**src/rtl/demux_pkg.sv**
```systemverilog
// Shared sizing for the 1-to-8 stream demultiplexer and its lane registers.
package demux_pkg;

    localparam int WIDTH   = 8;   // default lane data width
    localparam int N_LANES = 8;   // number of output lanes
    localparam int SEL_W   = 3;   // width of the lane select
    localparam int CNT_W   = 16;  // width of the accepted-word counter

endpackage

```
**src/rtl/demux_lane.sv**
```systemverilog
// One-entry output lane register: a valid bit plus one data word.
// A load always wins over a drain, so a same-cycle drain+load keeps the
// lane full with the new word (one word per cycle per lane).
module demux_lane
    import demux_pkg::*;
#(
    parameter int DW = WIDTH
) (
    input  logic          clk,
    input  logic          rst,
    input  logic          load,
    input  logic [DW-1:0] load_data,
    input  logic          drain,
    output logic          valid,
    output logic [DW-1:0] data
);

    // Lane state: reset clears, load fills/replaces, drain empties.
    always_ff @(posedge clk) begin
        if (rst) begin
            valid <= 1'b0;
            data  <= '0;
        end else if (load) begin
            valid <= 1'b1;
            data  <= load_data;
        end else if (drain) begin
            valid <= 1'b0;
        end
    end

endmodule

```
**src/rtl/stream_demux_8x8.sv**
```systemverilog
// Routes each accepted input word into one of eight one-entry lane
// registers selected by in_sel, and counts accepted words.
//
// Handshake: a word moves on a port in any cycle where its valid and ready
// are both high at the rising edge. valid may not depend on ready; once
// in_valid is raised, in_valid/in_data/in_sel hold until accepted. The
// input side is ready when the selected lane is empty or is being drained
// in the same cycle; outputs come straight from the lane registers.
module stream_demux_8x8
    import demux_pkg::*;
#(
    parameter int WIDTH = demux_pkg::WIDTH
) (
    input  logic                       clk,
    input  logic                       rst,
    input  logic                       in_valid,
    output logic                       in_ready,
    input  logic [WIDTH-1:0]           in_data,
    input  logic [SEL_W-1:0]           in_sel,
    output logic [N_LANES-1:0]         out_valid,
    input  logic [N_LANES-1:0]         out_ready,
    output logic [N_LANES*WIDTH-1:0]   out_data,
    output logic [CNT_W-1:0]           xfer_count
);

    logic               accept;
    logic [N_LANES-1:0] lane_valid;

    // Ready when the target lane is free now or frees up at this edge.
    always_comb begin
        in_ready = !rst && (!lane_valid[in_sel] || out_ready[in_sel]);
        accept   = in_valid && in_ready;
    end

    assign out_valid = lane_valid;

    for (genvar i = 0; i < N_LANES; i++) begin : g_lane
        demux_lane #(
            .DW (WIDTH)
        ) u_lane (
            .clk       (clk),
            .rst       (rst),
            .load      (accept && (in_sel == SEL_W'(i))),
            .load_data (in_data),
            .drain     (lane_valid[i] && out_ready[i]),
            .valid     (lane_valid[i]),
            .data      (out_data[i*WIDTH +: WIDTH])
        );
    end

    // Accepted-word counter, wraps naturally at 16 bits.
    always_ff @(posedge clk) begin
        if (rst) begin
            xfer_count <= '0;
        end else if (accept) begin
            xfer_count <= xfer_count + 1'b1;
        end
    end

endmodule

```
**config.mk**
```make
export PLATFORM = sky130hd
export DESIGN_NAME = stream_demux_8x8
export DESIGN_NICKNAME = d
export VERILOG_FILES = /design/src/rtl/demux_pkg.sv /design/src/rtl/demux_lane.sv /design/src/rtl/stream_demux_8x8.sv
export SDC_FILE = /design/constraint.sdc
export NUM_CORES = 1
export LEC_CHECK = 0
export CORE_MARGIN = 3
export CORE_UTILIZATION = 24
export CTS_CLUSTER_SIZE = 24
export DETAILED_ROUTE_END_ITERATION = 10
export PLACE_DENSITY_LB_ADDON = 0.05
export RECOVER_POWER = 50
export SYNTH_ARGS = -nofsm -noshare
export SYNTH_HDL_FRONTEND = slang
export SYNTH_SLANG_ARGS = --single-unit
```
**constraint.sdc**
```tcl
create_clock -name clk -period 1.95 [get_ports clk]
set_input_delay 0.195 -clock clk [delete_from_list [all_inputs] [get_ports clk]]
set_output_delay 0.195 -clock clk [all_outputs]
set_load 0.02 [all_outputs]
```
* After elaboration in Yosys (flattened, before gate mapping)
Cells that the tools add are included.
** Storage, ports and cells
- Register bits :: 88
- Input bits :: 22
- Output and inout port bits :: 89
** Cells by class
- $add $sub $neg :: 1
- Magnitude comparators :: 1
- Equality and inequality tests :: 7
- Multiplexer cells :: 20
- Reduce and logical (&&, ||, !) cells :: 30
** Operators with widths (count)
- $logic_and 1x1->1 :: 18
- $mux 1 :: 18
- $add 16x1->16 const B :: 1
- $reduce_bool 2->1 :: 8
- $eq 3x3->1 const B :: 4
- $bmux 1 s3 :: 2
- $eq 3x2->1 const B :: 2
- $lt 3x4->1 const B :: 1
- $eq 3x1->1 const B :: 1
- $logic_not 3->1 :: 1
- $logic_not 1->1 :: 2
- $logic_or 1x1->1 :: 1

* Longest topological paths before layout
Gate-level depths: netlist of the first run.
- Depth after elaboration :: 8
- Gate-level depth with buffers :: 6
- Gate-level depth less buffers :: 5

* Cells and area by module
A second synthesis of the first run with hierarchy kept.
** Unflattened totals
- Cell total of the unflattened synthesis :: 388
- Area, all modules :: 3858.7 sq um
** By module, submodules not included
- demux_lane :: times used 8, cells an instance 30, area each 321.6 sq um, seq. area each 180.2 sq um
- stream_demux_8x8 :: times used 1, cells an instance 148, area each 1286.2 sq um, seq. area each 320.3 sq um

* Worst setup path before layout of the first run
Ideal clock, no wire load.
- Path type :: register to register
- Start :: register xfer_count[7]
- End :: register xfer_count[15]
- Data arrival time :: 1600 ps
- Required time :: 1827 ps
- Setup slack :: 227 ps
- Cell stages (with the launch flop) :: 6
- Buffers on the path :: 0
- Period minus slack after synthesis :: 1723 ps
- Path through :: dfxtp_1 > and3_1 > and3_1 > nand3_1 > nor4b_2 > mux2_1
** On the way
- Longest elaborated chain between the ends :: 1
** RTL lines
- from (decl) :: line stream_demux_8x8.sv:23 : output logic [CNT_W-1:0] xfer_count
- from (signal assigned) :: line stream_demux_8x8.sv:56 : xfer_count <= xfer_count + 1'b1;
- $add 16x1->16 :: line stream_demux_8x8.sv:56
Every way passes these cells.
A chain may end at the register's enable or synchronous reset.

* Worst setup path in the final report of the first run
- Start :: input out_ready[3]
- End :: output in_ready
** On the way
- Longest elaborated chain between the ends :: 4
** RTL lines
- from (decl) :: line stream_demux_8x8.sv:21 : input logic [N_LANES-1:0] out_ready,
- $bmux 1 s3 :: line stream_demux_8x8.sv:31 : in_ready = !rst && (!lane_valid[in_sel] || out_ready[in_sel]);
- $mux 1 (not written as such) :: line stream_demux_8x8.sv:31
- $logic_or 1x1->1 :: line stream_demux_8x8.sv:31
- $logic_and 1x1->1 :: line stream_demux_8x8.sv:31
- to (decl) :: line stream_demux_8x8.sv:17 : output logic in_ready,
Every way passes these cells. The select of a mux whose other input is x is not followed.

==> flow_metrics.env, run 1 <==
export IMPL_wl_per_cell_um=16.4
export IMPL_clkSlewWorstSetupHoldPaths_ns=0.06
export IMPL_rsz0062_at_grt="yes"
export IMPL_switchingPower_uw=911
export IMPL_synthTopCellsByArea="dfxtp_1 50%, mux2i_1 18%, nor2_1 7.3%, a21oi_1 2.1%, clkbuf_1 2.1%"
export IMPL_path_cells="clkdlybuf4s50_1 > nand2b_1 > mux4_2 > buf_4 > mux2i_4 > nor2_1 > buf_2"
export IMPL_worstPathMaxFanout=2
export IMPL_core_sq_um=14100
export IMPL_clock_skew_ns=0.00676
export IMPL_postSynthAreaPerCell_sq_um=9.88
export IMPL_h_tree_depth=3
export IMPL_finalSetupViolations=0
export IMPL_cts_root_buf="clkbuf_16"
export IMPL_drtIter0Drc=136
export IMPL_synth_top_cell_area_share_pct=50.1
export IMPL_initial_core_util_pct=25.0
export IMPL_power_frac_comb_pct=7.5
export IMPL_intPower_uw=2980
export IMPL_numCtsBuffers=9
export IMPL_layout_area_seq_sq_um=1770
export IMPL_timing_final_hold_violations=0
export IMPL_portBuffers=110
export IMPL_multi_input_area_sq_um=1570
export IMPL_clock_sink_count=88
export IMPL_gp_congestion=0.721
export IMPL_total_power_uw=3890
export IMPL_status="finished clean"
export IMPL_synthMostInstantiatedCell="dfxtp_1"
export IMPL_grt_use_total_pct=13.8
export IMPL_syn_nets=379
export IMPL_swShare_pct=23.4
export IMPL_antenna_found_initial=0
export IMPL_ys_types=30
export IMPL_synth_edf_count=0
export IMPL_dieWidth_um=127
export IMPL_insertion_delay_ns=0.35
export IMPL_antenna_left=0
export IMPL_synthTopCellsByCount="88 x dfxtp_1, 68 x nor2_1, 64 x mux2i_1"
export IMPL_crit_path_end_kind="primary output"
export IMPL_post_route_drc_count=0
export IMPL_area_growth_pct=49.8
export IMPL_design_die_area_sq_um=16100
export IMPL_ys_flop_type="dfxtp_1"
export IMPL_drv_slew=0
export IMPL_p_leak_uw=0.00227
export IMPL_drv_cap=0
export IMPL_gr_total_overflow=0
export IMPL_yosysTopAreaCell="dfxtp_1"
export IMPL_dr_max_layer_used="met4"
export IMPL_wl_um=10700
export IMPL_grt_pass1_vias=2937
export IMPL_stdcell_count=657
export IMPL_drive_gt1_share_pct=12.8
export IMPL_cp_data_required_time_ns=1.75
export IMPL_cts_max_path_buffers=2
export IMPL_grt_first_pass_wirelength_um=17000
export IMPL_vias=2855
export IMPL_avgViaCountPerCell=4.35
export IMPL_ys_ff_latch=88
export IMPL_fin_crit_sh_pct=99.5
export IMPL_fill_cells=1443
export IMPL_max_stage_delay_ns=0.49
export IMPL_crit_path_start_kind="input port"
export IMPL_fmax_mhz=516
export IMPL_grt_max_degree=50
export IMPL_hp_class="input port to flop"
export IMPL_period_minus_slack_ns=1.94
export IMPL_cts_tree="built"
export IMPL_yosysSeqAreaShare_pct=50.1
export IMPL_wl_met1_um=5090
export IMPL_synth_area_sq_um=3520
export IMPL_irDropWorstVdd_mv=0.472
export IMPL_critPathSlowestCell="mux4_2"
export IMPL_die_y_um=127
export IMPL_fin_nets=495
export IMPL_drt_first_pass_iters=4
export IMPL_yosysWarnings=0
export IMPL_wl_met2_um=4730
export IMPL_max_slew_worst_pin_slew_ns=0.559
export IMPL_arrival_ns=1.74
export IMPL_fp_row_count=43
export IMPL_cts_hold_buf=0
export IMPL_netlist_instances=356
export IMPL_path_class="input port to primary output"
export IMPL_met3_length_um=812
export IMPL_clkPwrFrac_pct=45.3
export IMPL_ios=111
export IMPL_p_seq_share_pct=47.2
export IMPL_hpwl_um=7400
export IMPL_dp_cells=637
export IMPL_num_antenna_cells=0
export IMPL_relSlewSlack_pct=62.7
export IMPL_synthArstFlopShare_pct=0
export IMPL_p_per_area_nw_per_um2=738
cell type report:
| class | instances | area share [%] |
|---|---|---|
| Clock buffer | 11 | 4.61 |
| Sequential cell | 88 | 33.5 |
| Multi-Input combinational cell | 228 | 29.8 |
| Inverter | 2 | 0.142 |
| Timing Repair Buffer | 143 | 26.6 |
| Tap cell | 180 | 4.27 |
| Clock inverter | 5 | 1.07 |
power by group through the flow:
stage,combinational (uW),clock [uW],sequential (uW)
floorplan,127,0,1900
global placement,300,0,1880
detailed placement,300,0,1880
CTS,300,1840,1840
global route,315,1910,1840
finish,291,1760,1840
cell usage in the layout, fill, tap and decap left out, drive strengths merged, types with 3 or more instances in the layout:
cell and instances:
clkdlybuf4s50 48, nand2b 8, o21ai 12, nand3 4, clkinv 3, clkbuf 15, or3 7, nand2 7
nand4 6, dfxtp 88, mux2i 65, nor2 68, a21oi 15, and4b 4, or4 7, and3 3
dlygate4sd3 59, o21bai 4, o31ai 7, buf 31
per-stage QoR:
step / setup TNS (ns) / area, sq um / utilization (%) / hold slack (ns) / worst slack, ns
after floorplan: 0 / 3520 / - / 0.355 / 0.227
after global placement: -11.57 / 4920 / 34.9 / 0.474 / -0.346
after detailed placement: -13.23 / 4920 / 34.9 / 0.484 / -0.356
after CTS: 0 / 5230 / 37.1 / 0.184 / 0.00258
after global routing: -0.515 / 5270 / 37.4 / 0.191 / -0.0607
final: 0 / 5270 / 37.4 / 0.198 / 0.0105
state kept, by name, indices dropped and copies added (netlist names):
register             cells
g_lane.u_lane.data      64
xfer_count              16
g_lane.u_lane.valid      8
kinds of logic after synthesis:
logic type | after synthesis | share of synthesized area [%]
AOI/OAI and AO/OA | 38 | 6.19
adders and majority gates | 1 | 0.356
buffers and inverters | 40 | 5.83
DFF | 88 | 50.1
muxes | 68 | 20.5
and+or+nand+nor | 121 | 17.1
path summary, 6_finish.rpt:
kind                                        startpoint                  endpoint  slack [ns]  cells after the start
worst max-delay path                      out_ready[3]                  in_ready        0.01                      7
worst max register to register  g_lane[3].u_lane.valid            xfer_count[15]        0.02                      7
worst min register to register  g_lane[2].u_lane.valid    g_lane[2].u_lane.valid        0.49                      2
worst min-delay path                               rst  g_lane[1].u_lane.data[4]        0.20                      2
per-layer routing:
metal	vias up	track usage [%]
li1	1449	-
met1	1319	17.8
met2	77	20.9
met3	10	6.31
met4	0	3.41
met5	-	0
what timing repair did:
action,CTS,global route
endpoints found under the hold margin,0,0
buffers inserted,1,3
resized for setup,7,7
endpoints found under the setup margin,1,33
pin swaps,1,1
worst max-delay path, delay by kind of cell:
family	cells	cell delay, ns
buffers and inverters	3	0.71
AND/OR/NAND/NOR	2	0.20
multiplexers	2	0.64
Power figures use the tool's default switching activity.
==> run 2: changes to the inputs <==
--- a/config.mk
+++ b/config.mk
@@ -9,6 +9,7 @@
 export CORE_UTILIZATION = 24
 export CTS_CLUSTER_SIZE = 24
 export DETAILED_ROUTE_END_ITERATION = 10
+export HOLD_SLACK_MARGIN = 0.06
 export PLACE_DENSITY_LB_ADDON = 0.05
 export RECOVER_POWER = 50
 export SYNTH_ARGS = -nofsm -noshare
==> results of run 2 <==
The final DEF is identical to that of run 1; final timing and power are the same.
==> RTL change, RTL diff (flow settings as in run 2) <==
Register the output `xfer_count` once more, cleared by the reset; this adds one clock of latency there. The other outputs are not delayed to match.
--- a/src/rtl/stream_demux_8x8.sv
+++ b/src/rtl/stream_demux_8x8.sv
@@ -23,4 +23,6 @@
     output logic [CNT_W-1:0]           xfer_count
 );
+
+    logic [CNT_W-1:0] xfer_count_s0;
 
     logic               accept;
@@ -52,7 +54,15 @@
     always_ff @(posedge clk) begin
         if (rst) begin
+            xfer_count_s0 <= '0;
+        end else if (accept) begin
+            xfer_count_s0 <= xfer_count_s0 + 1'b1;
+        end
+    end
+
+    always_ff @(posedge clk) begin
+        if (rst) begin
             xfer_count <= '0;
-        end else if (accept) begin
-            xfer_count <= xfer_count + 1'b1;
+        end else begin
+            xfer_count <= xfer_count_s0;
         end
     end
Function: changed (Yosys sat finds a counterexample within 4 cycles, from zero or initial values and one cycle with rst high).
==> RTL change against run 2 <==
Cell area increased by 17%. Final cell count rose by 19%. Total power increased by 17%. Non-clock buffer count is 1 higher. Worst setup slack improved by 0.012 ns. Die area rose by 20%. Core utilization is 1.1 points lower. Global-route usage fell by 0.21 points. Sequential cell count is 16 higher. Largest cell class unchanged. Area after synthesis rose by 21%. Highest routed layer is now met5. Routed wire length up 24%. Critical endpoint unchanged.
==> RTL change: results (changes against run 2) <==
Pwr
  • Logic pwr share: 8.7% (+1.2 points)
  • Total Power: 4.556 mW (+17%)
  • Switching pwr: 1.031 mW (+13%)
  • Maximum VDD drop: 0.3872 mV (-18%)
  • P_leak: 2.465 nW (+8.8%)
  • Clock group: 1.98 mW (+12%)

Cells and area
  • Regs by FF count: g_lane.u_lane.data x64, xfer_count x16, xfer_count_s0 x16
  • Layout cells sized above 1: 13.98% (+1.2 points)
  • Final nets: 584 (+18%)

Worst setup path
  • CP max stage cell: clkdlybuf4s50_1
  • Start point of the critical path: out_ready[5]
  • Register-to-register setup slack: 0.13 ns (+0.11 ns)
  • Critical path's largest stage delay: 0.47 ns (-0.02 ns)
  • FF-to-FF End: xfer_count_s0[12]
  • R2R Path Start: g_lane[7].u_lane.valid

Detailed routing
  • DR iter-0 viols: 209 (+54%)
  • DR vias: 3613 (+27%)
  • Wire per inst: 16.94 um (+3.6%)

Placement
  • Dpl hpwl: 9.322 mm (+26%)
  • Pre-CTS WS: -0.6409 ns (-0.2854 ns)
  • Gpl congestion: 0.7660 (+6.2%)

Global routing
  • Vias in the first global route: 3519 (+20%)
  • Initial antenna violation count: 1 (+1)
  • Total track usage: 13.56% (-0.21 points)
  • First-pass GRT wire length: 20.55 mm (+21%)
  • Largest net degree at the start of global routing: 88 (+76%)

Clock network
  • Max clock buf depth: 2 (unchanged)

Min path
  • Worst Hold End: g_lane[7].u_lane.valid
  • Min-delay src: out_ready[7]
  • Hold Path Stages: 3 (+1)

STA
  • Slew HR: 71.53% (+8.8 points)
  • Hold Slack: 0.2809 ns (+0.08292 ns)
  • Clk_skew: 0.005774 ns (-0.0009861 ns)
  • Peak Freq: 0.5189 GHz (+0.64%)

Status
  • Status: completed

Synth
  • Distinct cells, synth: 33 (+10%)
  • Syn Nets: 470 (+24%)
  • Synth top cells by count: dfxtp_1 (104), nand2b_1 (44), nand3_1 (38), mux2i_1 (37), a21oi_1 (35)
  • Sequential share of the synthesized area: 49.06% (-1.0 points)
  • Ys flop type: dfxtp_1
  • Post-synthesis adder-cell area fraction: 0.2948% (-0.061 points)
  • Asr flop ratio synth: 0% (unchanged)
  • Compound-gate portion of the synthesized area: 10.85% (+4.7 points)
  • Mux cell area share after synthesis: 13.50% (-7.0 points)
==> RTL change: area by class of cell <==
class / count / area [um^2]
Tap cell: 220 / 275.3
Sequential cell: 104 / 2082
Inverter: 2 / 7.507
Clock buffer: 12 / 256.5
Multi-Input combinational cell: 300 / 2026
Clock inverter: 3 / 65.06
Timing Repair Buffer: 144 / 1429
Fill cell: 1715 / 10800
==> RTL change: through the flow <==
step / std cells / util (%)
after global routing: 785 / 36.26
after floorplan: 447 / -
after detailed placement: 762 / 33.29
after CTS: 784 / 35.97
final: 785 / 36.26
after global placement: 762 / 33.29
==> RTL change: metal layers <==
layer	share of wire (%)	wire length [um]	up-vias	GRT usage, %
met5	0.053	7	-	0
li1	-	-	1788	-
met2	46	6104	91	21.20
met1	48	6326	1713	18.47
met3	4.6	616	19	2.862
met4	1.8	240	2	4.995
==> RTL change: repair_timing <==
item,4_1_cts,5_1_grt
gates cloned,3,1
resized for setup,20,14
setup endpoints to repair,81,26
pin swaps,2,2
setup buffers,4,0
